[src/rtl/mem_bist_pkg.sv]
// Shared definitions for the memory BIST engine: geometry of the 32x8
// memory under test, test phase and FSM state encodings, the compare
// pipeline entry format and the Galois LFSR step function.
package mem_bist_pkg;

  localparam int ADDR_W = 5;
  localparam int DATA_W = 8;
  localparam int DEPTH  = 32;
  localparam int ERR_W  = 7;

  // Three read passes of 32 locations bound the error count.
  localparam logic [ERR_W-1:0] ERR_MAX = 7'd96;

  // Right-shifting Galois form of x^8+x^6+x^5+x^4+1.
  localparam logic [DATA_W-1:0] LFSR_TAPS = 8'hB8;

  typedef enum logic [1:0] {
    CLEAR = 2'd0,
    ADDR  = 2'd1,
    RAND  = 2'd2,
    NONE  = 2'd3
  } phase_e;

  typedef enum logic [3:0] {
    ST_IDLE   = 4'd0,
    ST_CLR_WR = 4'd1,
    ST_CLR_RD = 4'd2,
    ST_ADR_WR = 4'd3,
    ST_ADR_RD = 4'd4,
    ST_RND_WR = 4'd5,
    ST_RND_RD = 4'd6,
    ST_DRAIN  = 4'd7,
    ST_DONE   = 4'd8
  } state_e;

  typedef struct packed {
    logic              valid;
    logic [ADDR_W-1:0] addr;
    logic [DATA_W-1:0] exp_data;
    phase_e            phase;
  } cmp_t;

  function automatic logic [DATA_W-1:0] lfsr_step(input logic [DATA_W-1:0] s);
    return (s >> 1) ^ (s[0] ? LFSR_TAPS : '0);
  endfunction

endpackage

[src/rtl/mem_bist_if.sv]
// Memory-side bus between the BIST engine (master) and the 32x8
// synchronous memory (slave).
//   mem_read / mem_write : access strobes, never both high
//   mem_addr             : word address
//   mem_wdata            : write data
//   mem_rdata            : read data, READ_LATENCY cycles after the read
interface mem_bist_if;
  import mem_bist_pkg::*;

  logic              mem_read;
  logic              mem_write;
  logic [ADDR_W-1:0] mem_addr;
  logic [DATA_W-1:0] mem_wdata;
  logic [DATA_W-1:0] mem_rdata;

  modport master (
    output mem_read, mem_write, mem_addr, mem_wdata,
    input  mem_rdata
  );

  modport slave (
    input  mem_read, mem_write, mem_addr, mem_wdata,
    output mem_rdata
  );

endinterface

[src/rtl/mem_bist_lfsr.sv]
// 8-bit Galois LFSR supplying the pseudo-random data pattern.
//   clk, reset : clock and synchronous active-high reset (loads SEED)
//   load       : reload SEED
//   advance    : step the sequence by one
//   value      : current LFSR state
module mem_bist_lfsr
  import mem_bist_pkg::*;
#(
  parameter logic [DATA_W-1:0] SEED = 8'hA5
) (
  input  logic              clk,
  input  logic              reset,
  input  logic              load,
  input  logic              advance,
  output logic [DATA_W-1:0] value
);

  always_ff @(posedge clk) begin
    if (reset || load) begin
      value <= SEED;
    end else if (advance) begin
      value <= lfsr_step(value);
    end
  end

endmodule

[src/rtl/mem_bist.sv]
// Memory BIST engine: clear-to-zero, data-equals-address and
// pseudo-random passes over a 32x8 synchronous memory, then reports
// pass/fail, error count and the first failing location.
//   clk, reset        : clock, synchronous active-high reset
//   start             : accepted only in IDLE or DONE
//   busy / done / pass: run status; pass valid while done
//   err_count         : total miscompares (saturates, never wraps)
//   first_fail_addr   : address of the first miscompare
//   first_fail_phase  : phase of the first miscompare, NONE if none
//   mem               : memory bus (master side)
//
// state  | meaning
// IDLE   | waiting for start
// CLR_WR | write 0 to every address
// CLR_RD | read back every address, expect 0
// ADR_WR | write {3'b0,addr} to every address
// ADR_RD | read back every address, expect {3'b0,addr}
// RND_WR | write LFSR value to addr i, then go to RND_RD
// RND_RD | read addr i, expect the value just written
// DRAIN  | let the last reads reach the compare stage
// DONE   | results held until start or reset
module mem_bist
  import mem_bist_pkg::*;
#(
  parameter int                READ_LATENCY = 1,  // 1..3
  parameter logic [DATA_W-1:0] LFSR_SEED    = 8'hA5
) (
  input  logic              clk,
  input  logic              reset,
  input  logic              start,
  output logic              busy,
  output logic              done,
  output logic              pass,
  output logic [ERR_W-1:0]  err_count,
  output logic [ADDR_W-1:0] first_fail_addr,
  output logic [1:0]        first_fail_phase,
  mem_bist_if.master        mem
);

  localparam logic [3:0] S_IDLE   = ST_IDLE;
  localparam logic [3:0] S_CLR_WR = ST_CLR_WR;
  localparam logic [3:0] S_CLR_RD = ST_CLR_RD;
  localparam logic [3:0] S_ADR_WR = ST_ADR_WR;
  localparam logic [3:0] S_ADR_RD = ST_ADR_RD;
  localparam logic [3:0] S_RND_WR = ST_RND_WR;
  localparam logic [3:0] S_RND_RD = ST_RND_RD;
  localparam logic [3:0] S_DRAIN  = ST_DRAIN;
  localparam logic [3:0] S_DONE   = ST_DONE;

  localparam logic [ADDR_W-1:0] LAST_ADDR  = ADDR_W'(DEPTH - 1);
  localparam logic [1:0]        DRAIN_LOAD = 2'(READ_LATENCY);

  logic [3:0]        state;
  logic [ADDR_W-1:0] cnt;
  logic [1:0]        drain_cnt;
  logic              read_q;
  logic              write_q;
  logic [ADDR_W-1:0] addr_q;
  logic [DATA_W-1:0] wdata_q;
  logic [DATA_W-1:0] exp_q;
  phase_e            phase_q;
  phase_e            ff_phase;
  logic [DATA_W-1:0] lfsr_val;
  logic              start_ok;
  logic              miscmp;
  logic [ERR_W-1:0]  err_next;
  cmp_t              pipe [READ_LATENCY];
  cmp_t              cmp_out;

  assign mem.mem_read      = read_q;
  assign mem.mem_write     = write_q;
  assign mem.mem_addr      = addr_q;
  assign mem.mem_wdata     = wdata_q;
  assign first_fail_phase  = ff_phase;

  assign start_ok = start && ((state == S_IDLE) || (state == S_DONE));

  mem_bist_lfsr #(.SEED(LFSR_SEED)) u_lfsr (
    .clk     (clk),
    .reset   (reset),
    .load    (start_ok),
    .advance (state == S_RND_WR),
    .value   (lfsr_val)
  );

  // Entries enter the pipe one edge after the read is issued (when the
  // memory samples the strobe) and reach the end together with mem_rdata.
  always_ff @(posedge clk) begin
    if (reset) begin
      for (int i = 0; i < READ_LATENCY; i++) pipe[i] <= '0;
    end else begin
      pipe[0] <= '{valid: read_q, addr: addr_q, exp_data: exp_q, phase: phase_q};
      for (int i = 1; i < READ_LATENCY; i++) pipe[i] <= pipe[i-1];
    end
  end

  assign cmp_out  = pipe[READ_LATENCY-1];
  // Case inequality so X/Z read data is flagged as a miscompare.
  assign miscmp   = cmp_out.valid && (mem.mem_rdata !== cmp_out.exp_data);
  assign err_next = (miscmp && (err_count != ERR_MAX)) ? err_count + 7'd1 : err_count;

  always_ff @(posedge clk) begin
    if (reset) begin
      state           <= S_IDLE;
      cnt             <= '0;
      drain_cnt       <= '0;
      busy            <= 1'b0;
      done            <= 1'b0;
      pass            <= 1'b0;
      err_count       <= '0;
      first_fail_addr <= '0;
      ff_phase        <= NONE;
      read_q          <= 1'b0;
      write_q         <= 1'b0;
      addr_q          <= '0;
      wdata_q         <= '0;
      exp_q           <= '0;
      phase_q         <= NONE;
    end else begin
      read_q  <= 1'b0;
      write_q <= 1'b0;

      if (miscmp) begin
        err_count <= err_next;
        if (ff_phase == NONE) begin
          first_fail_addr <= cmp_out.addr;
          ff_phase        <= cmp_out.phase;
        end
      end

      case (state)
        S_IDLE, S_DONE: begin
          if (start) begin
            state           <= S_CLR_WR;
            cnt             <= '0;
            done            <= 1'b0;
            pass            <= 1'b0;
            err_count       <= '0;
            first_fail_addr <= '0;
            ff_phase        <= NONE;
          end
        end
        S_CLR_WR: begin
          busy    <= 1'b1;
          write_q <= 1'b1;
          addr_q  <= cnt;
          wdata_q <= '0;
          cnt     <= cnt + 5'd1;
          if (cnt == LAST_ADDR) state <= S_CLR_RD;
        end
        S_CLR_RD: begin
          read_q  <= 1'b1;
          addr_q  <= cnt;
          exp_q   <= '0;
          phase_q <= CLEAR;
          cnt     <= cnt + 5'd1;
          if (cnt == LAST_ADDR) state <= S_ADR_WR;
        end
        S_ADR_WR: begin
          write_q <= 1'b1;
          addr_q  <= cnt;
          wdata_q <= {3'b000, cnt};
          cnt     <= cnt + 5'd1;
          if (cnt == LAST_ADDR) state <= S_ADR_RD;
        end
        S_ADR_RD: begin
          read_q  <= 1'b1;
          addr_q  <= cnt;
          exp_q   <= {3'b000, cnt};
          phase_q <= ADDR;
          cnt     <= cnt + 5'd1;
          if (cnt == LAST_ADDR) state <= S_RND_WR;
        end
        S_RND_WR: begin
          write_q <= 1'b1;
          addr_q  <= cnt;
          wdata_q <= lfsr_val;
          state   <= S_RND_RD;
        end
        S_RND_RD: begin
          // wdata_q still holds the value written on the previous cycle
          read_q  <= 1'b1;
          addr_q  <= cnt;
          exp_q   <= wdata_q;
          phase_q <= RAND;
          cnt     <= cnt + 5'd1;
          if (cnt == LAST_ADDR) begin
            state     <= S_DRAIN;
            drain_cnt <= DRAIN_LOAD;
          end else begin
            state <= S_RND_WR;
          end
        end
        S_DRAIN: begin
          if (drain_cnt == 2'd0) begin
            state <= S_DONE;
            busy  <= 1'b0;
            done  <= 1'b1;
            pass  <= (err_next == '0);
          end else begin
            drain_cnt <= drain_cnt - 2'd1;
          end
        end
        default: state <= S_IDLE;
      endcase
    end
  end

endmodule

[src/flat_wrapper.sv]
// flat-port wrapper written by rule: the top's interface ports become plain ports
module mem_bist_flat import mem_bist_pkg::*;
#(
  parameter int                READ_LATENCY = 1,         
  parameter logic [DATA_W-1:0] LFSR_SEED    = 8'hA5
)
  (clk, reset, start, busy, done, pass, err_count, first_fail_addr, first_fail_phase, mem_mem_read, mem_mem_write, mem_mem_addr, mem_mem_wdata, mem_mem_rdata);
  mem_bist_if mem_i ();
  input  logic clk;
  input  logic reset;
  input  logic start;
  output logic busy;
  output logic done;
  output logic pass;
  output logic [ERR_W-1:0] err_count;
  output logic [ADDR_W-1:0] first_fail_addr;
  output logic [1:0] first_fail_phase;
  output wire logic [$bits(mem_i.mem_read)-1:0] mem_mem_read;
  output wire logic [$bits(mem_i.mem_write)-1:0] mem_mem_write;
  output wire logic [$bits(mem_i.mem_addr)-1:0] mem_mem_addr;
  output wire logic [$bits(mem_i.mem_wdata)-1:0] mem_mem_wdata;
  input wire logic [$bits(mem_i.mem_rdata)-1:0] mem_mem_rdata;
  assign mem_mem_read = mem_i.mem_read;
  assign mem_mem_write = mem_i.mem_write;
  assign mem_mem_addr = mem_i.mem_addr;
  assign mem_mem_wdata = mem_i.mem_wdata;
  assign mem_i.mem_rdata = mem_mem_rdata;
  mem_bist #(.READ_LATENCY(READ_LATENCY), .LFSR_SEED(LFSR_SEED)) u_core (.clk(clk), .reset(reset), .start(start), .busy(busy), .done(done), .pass(pass), .err_count(err_count), .first_fail_addr(first_fail_addr), .first_fail_phase(first_fail_phase), .mem(mem_i));
endmodule
[config.mk]
export PLATFORM = sky130hd
export DESIGN_NAME = mem_bist_flat
export DESIGN_NICKNAME = d
export VERILOG_FILES = /design/src/rtl/mem_bist_pkg.sv /design/src/rtl/mem_bist_if.sv /design/src/rtl/mem_bist_lfsr.sv /design/src/rtl/mem_bist.sv /design/src/flat_wrapper.sv
export SDC_FILE = /design/constraint.sdc
export NUM_CORES = 1
export LEC_CHECK = 0
export ABC_AREA = 1
export CAP_MARGIN = 20
export CORE_ASPECT_RATIO = 0.7
export CORE_MARGIN = 8
export CORE_UTILIZATION = 25
export DETAILED_ROUTE_END_ITERATION = 10
export GPL_ROUTABILITY_DRIVEN = 0
export REMOVE_ABC_BUFFERS = 1
export SETUP_SLACK_MARGIN = 0.02
export SLEW_MARGIN = 20
export SYNTH_ARGS = -nofsm -noshare
export SYNTH_HDL_FRONTEND = slang
export SYNTH_SLANG_ARGS = --single-unit
[constraint.sdc]
create_clock -name clk -period 4 [get_ports clk]
set_clock_uncertainty 0.1 [all_clocks]
set_input_delay 0.4 -clock clk [delete_from_list [all_inputs] [get_ports clk]]
set_output_delay 0.4 -clock clk [all_outputs]
set_load 0.1 [all_outputs]
==> run metrics, run 1 <==
clock group share of total power=between 20% and 30%; DR vias=between 2k and 3k; RSZ-0062 raised after global routing=false; layout cell share with drive strength beyond 1=between 7 and 8%; Mapped Area=3230 um^2; first-pass GRT wire length=13.4 mm; switching share of power=40.3%; DRT Wirelength=around 8.4 mm; register area share after synthesis=a little under half; Final setup viols=0; Layout area overhead=27.7%; crit path launch=u_core.err_count[3]$_SDFF_PP0_; Core ar.=between 10000 and 15000 um^2; Routed Antenna Nets=0; Port-buffer cells=42; GRT overflow=0; Final Hold Vio Count=0; Final Hold Slack=between 300 and 400 ps; Mean Syn Cell Area=7.57 um^2; Syn. warnings=0; VDD IR-drop max=around 0.23 mV; # DRC=0; post-synthesis adder-cell area fraction=under 10%; CTS resizes=0; DIE AREA=roughly 17000 um^2; commonest non-fill, non-tap cells in the layout=nand2_1 (95), dfxtp_1 (77), inv_1 (73), nor2_1 (42), clkdlybuf4s50_1 (42); pre-CTS setup slack=about 1600 ps; Die Span Y=about 110 um; Setup crit end kind=output port; P per Cell Area=between 600 and 700 nW/um^2; EDFF count, synth=0; CTS tree=done; max incr delay on CP=about 1200 ps; largest net degree at the start of global routing=37; ANT cells=0; Worst-Skew Late Latency=approximately 340 ps; main combinational cell family by area after synthesis=simple AND/OR/NAND/NOR gates; cts hold-fix bufs=0; sequential share of power=between 30% and 40%; multiplexer share of the synthesized area=0%; crit path max fanout=6; Worst-Margin Slew=about 1000 ps; antenna violations before repair=0; commonest non-fill, non-tap cell in the layout=nand2_1; #FFs+latches synth=between 70 and 80; nets@finish=just under 500; post-route minimum period=2450 ps; CTS root buf=clkbuf_16; total power=~2.7 mW; Row Count=34; period utilisation layout=approximately three fifths; slowest CP cell=clkdlybuf4s50_1; setup ws final=1550 ps; Inserted Clock Buffers=9; synth top area cells=dfxtp_1 (48%), nand2_1 (11%), inv_1 (8.5%), nor2_1 (4.9%), a21oi_1 (4.2%); Hold Crit Start=u_core.exp_q[2]$_SDFFE_PP0P_; internal power consumption=~1.6 mW; vias in the first global route=2617; Global Route Usage Sum=9.88%; Slew Limit Fails=0; Synth Area in Compound Gates=13.8%; clk slew on worst S/H paths=about 60 ps; Post CTS Setup Buffer Count=0; Psw=1.11 mW; combinational cell fraction of total power=about a third; Seq. cell area=between 1500 and 2000 um^2; I/O pin cnt=between 40 and 50; routed length per instance=roughly 13 um; ys flop type=dfxtp_1; Synth cell types=36; # fillers=approximately 1.3k; Max Cap Viol=0; first-pass iteration count of the detailed router=4; DR vias/cell=4.44; CP bufs+invs=1; XOR/XNOR Fraction of Synth Area=1.90%; Synth area leader=dfxtp_1; Static Leak=about 1.7 nW; Total Negative Setup Slacks=0 ps; Post-synth ARST share=0%; CTS max path bufs=2; CP arrival=approximately 2000 ps; Slew HR=between 30% and 40%; CP Data Required Time=3500 ps; first-iteration detailed-routing DRC count=~260; H-tree depth=3; Initial Util=25.9%; reg-to-reg critical path startpoint=u_core.state[0]$_SDFFE_PP0P_; status=complete, no violations; critical path class=flop to output port; multi-input logic area=about 1400 um^2; # clock sinks=just under 80; Post-Synth Simple-Gate Area=between 20% and 30%; worst hold path class=flop to flop; width of the chip=approximately 150 um; placed wire-length estimate=between 6 and 7 mm; Worst path top cell family by delay=buffers and inverters; synthesized instance count=~430; crit path cell chain=clkdlybuf4s50_1; Fmax=just over 0.4 GHz; Synth top area share=a little under half; Worst Setup Start Kind=flop
kinds of logic (layout without fill, tap and decap cells):
family,count (synthesis),after routing
and+or+nand+nor,177,177
DFF,77,77
buffers and inverters,85,135
xor gates and xnor gates,7,7
AOI/OAI and AO/OA,76,76
adders and majority gates,5,5
metrics by stage:
step	utilization [%]	instance area, um^2	std cells
floorplan	-	3200	419
global placement	30.6	3830	624
detailed placement	30.6	3830	624
CTS	33.0	4130	639
global route	33.0	4130	639
finish	33.0	4130	639
power groups by stage:
stage	registers [mW]	clock network (mW)	logic, mW
floorplan	1.27	0	0.436
global placement	1.01	0	0.923
detailed placement	1.01	0	0.936
CTS	0.995	0.828	0.941
global route	1.01	0.861	1.02
finish	0.994	0.812	0.943
Yosys cell counts, drive strengths merged, types with 2 or more instances:
cell	instances
buf	5
a31oi	7
o22ai	6
inv	76
nand2	101
nand4	7
a32o	3
o211ai	4
clkbuf	3
nor3	3
o21ai	23
xor2	2
dfxtp	77
ha	5
nor2	49
xnor2	5
a21oi	28
nand3	15
path summary, 6_finish.rpt:
path	endpoint	slack, ps	depth (start not counted)
max reg2reg	u_core.first_fail_addr[3]$_SDFF_PP0_	2030	8
max	err_count[3]	1550	1
min	u_core.pipe[0][4]$_SDFF_PP0_	320	2
min reg2reg	u_core.pipe[0][4]$_SDFF_PP0_	320	2
layout make-up:
type                    instances  share of cell area [%]
multi-input cells             265                    33.2
clock buffers                  10                    5.79
well taps                     162                    4.91
inverters                      77                    7.00
clock inverters                 5                    1.45
flip-flops and latches         77                    37.3
repair buffers                 43                    10.4
metal layers:
metal / part of all wire [%] / wire [um] / vias up / global-route usage (%)
li1: - / - / 1455 / -
met1: 51 / 4280 / 1284 / 13.4
met2: 42 / 3530 / 82 / 14.2
met3: 5.7 / 475 / 16 / 3.64
met4: 1.2 / 104 / 0 / 2.89
met5: 0 / 0 / - / 0
registers in the layout, indices dropped and copies added, names as in the netlist, 2 cells and up:
signal,flops
u_core.pipe,16
u_core.exp_q,8
u_core.mem.mem_wdata,8
u_core.u_lfsr.value,8
u_core.err_count,7
u_core.cnt,5
u_core.first_fail_addr,5
u_core.mem.mem_addr,5
u_core.state,4
u_core.drain_cnt,2
u_core.first_fail_phase,2
u_core.phase_q,2
(Power assumes the default switching activity.)
==> inputs of run 2 (changes only) <==
- clock period: 4 -> 2.3 ns (I/O delays scaled with it)
==> run 2 against run 1 <==
Against the previous run: first-iteration DRC count down 52%; clock-buffer cell count grew 1; wire length down 2.7%; highest routed layer unchanged; utilization is 0.49 points lower; non-clock buffer count rose by 2.
==> run metrics, run 2 (synthesized netlist as in run 1, its figures left out) <==
status=complete, no violations; Util after Layout=32.5%; Static Leak=1.77 nW; Post CTS Setup Buffer Count=0; Die Span Y=between 100 and 150 um; Layout area overhead=25.8%; nets@finish=between 400 and 500; layout cell share with drive strength beyond 1=15.0%; Max Cap Viol=0; CP bufs+invs=1; Port-buffer cells=42; critical path class=flop to flop; Worst-Skew Late Latency=around 330 ps; Routed Antenna Nets=0; width of the chip=around 150 um; cts hold-fix bufs=0; stages on the worst setup path=10; placed wire-length estimate=slightly above 6 mm; DRT Wirelength=slightly above 8 mm; # fillers=1329; DR vias=approximately 2.8k; P per Cell Area=roughly 1200 nW/um^2; Worst-Margin Slew=approximately 470 ps; Post-DP Area=between 3000 and 4000 um^2; clk slew on worst S/H paths=around 60 ps; crit path cell chain=inv_1 > ha_1 > nand2_1 > nor3_1 > nand3_1 > nand3_2 > o21ai_0 > nor2_1 > nand2_1 > a21oi_1; Core ar.=about 13000 um^2; I/O pin cnt=43; VDD IR-drop max=about 0.37 mV; Global Route Usage Sum=roughly a tenth; GRT overflow=0; Worst Setup Start Kind=flop; CTS root buf=clkbuf_16; register with the most flip-flops=u_core.pipe; Placed Cells=between 600 and 700; Initial Util=about 26%; total power=about 4.7 mW; CP arrival=2020 ps; Setup crit end kind=flop; hold path cells=2; DR vias/cell=~4.3; Worst path top cell family by delay=simple AND/OR/NAND/NOR gates; period utilisation layout=83.0%; cell area after layout=a little over 4000 um^2; CTS tree=done; crit path max fanout=6; Slew Limit Fails=0; Inserted Clock Buffers=9; Slew HR=roughly 69%; Worst path most repeated cell=nand2_1; # DRC=0; antenna violations before repair=0; Row Count=34; CP Data Required Time=between 2000 and 2500 ps; first-iteration detailed-routing DRC count=~120; first-pass iteration count of the detailed router=4; CTS max path bufs=2; Post-Layout Cell Count=about 640; worst hold path class=flop to flop; commonest non-fill, non-tap cells in the layout=nand2_1 (95), dfxtp_1 (77), inv_1 (73), nor2_1 (42), buf_4 (35); CTS resizes=0; max FFs per register=16; Final Hold Slack=roughly 330 ps; H-tree depth=3; largest net degree at the start of global routing=37; Final Hold Vio Count=0; ANT cells=0; Fmax=about 0.52 GHz; Final setup viols=0; max incr delay on CP=between 400 and 500 ps; DIE AREA=about 17000 um^2; cells on worst reg2reg path=10; routed length per instance=12.7 um; vias in the first global route=between 2k and 3k; first-pass GRT wire length=13.4 mm; post-route minimum period=approximately 1900 ps; commonest non-fill, non-tap cell in the layout=nand2_1; RSZ-0062 raised after global routing=false; slowest CP cell=dfxtp_1; # clock sinks=77
==> run 2: cell count changes in the layout (fill, tap and decap cells not counted) <==
cell | before | now
inv_6 | 1 | 0
clkbuf_1 | 0 | 1
clkdlybuf4s50_1 | 42 | 10
clkinv_4 | 1 | 2
buf_4 | 1 | 35
==> run 2: tightest hold or removal path: stages, from the launching register on <==
cell,delay [ps]
dfxtp_1,290
inv_1,40
nor2_1,40
==> run 2: worst paths after layout <==
check,from,endpoint,slack (ps)
worst max-delay path,u_core.err_count[0]$_SDFF_PP0_,u_core.pass$_SDFFE_PP0P_,390
worst max register to register,u_core.err_count[0]$_SDFF_PP0_,u_core.pass$_SDFFE_PP0P_,390
worst min-delay path,u_core.exp_q[2]$_SDFFE_PP0P_,u_core.pipe[0][4]$_SDFF_PP0_,330
worst min register to register,u_core.exp_q[2]$_SDFFE_PP0P_,u_core.pipe[0][4]$_SDFF_PP0_,330
==> run 2: report_power, final <==
group / internal, mW / total (mW) / leakage (nW) / switching (mW)
logic: 0.399 / 1.61 / 0.997 / 1.21
clock network: 0.871 / 1.41 / 0.146 / 0.538
registers: 1.57 / 1.73 / 0.626 / 0.160
==> run 2: layout make-up <==
type / count / area, um^2 / area share (%)
Sequential cell: 77 / 1540 / 37.9
Multi-Input combinational cell: 265 / 1370 / 33.7
Timing Repair Buffer: 45 / 363 / 8.92
Inverter: 77 / 289 / 7.11
Clock buffer: 11 / 243 / 5.97
Tap cell: 162 / 203 / 4.98
Clock inverter: 5 / 60.1 / 1.48
==> run 2: routing by layer <==
metal  global-route usage [%]  wire length [um]  vias to the layer above
li1                         -                 -                     1456
met2                     14.5              3490                       67
met3                     4.22               484                        2
met4                     2.37                19                        0
met5                        0                 0                        -
met1                     12.8              4180                     1264
==> run 2: through the flow <==
step / setup TNS [ps] / setup WS, ps
after CTS: 0 / 399
after global placement: 0 / 270
final: 0 / 391
after detailed placement: 0 / 195
after floorplan: -227 / -169
after global routing: 0 / 229
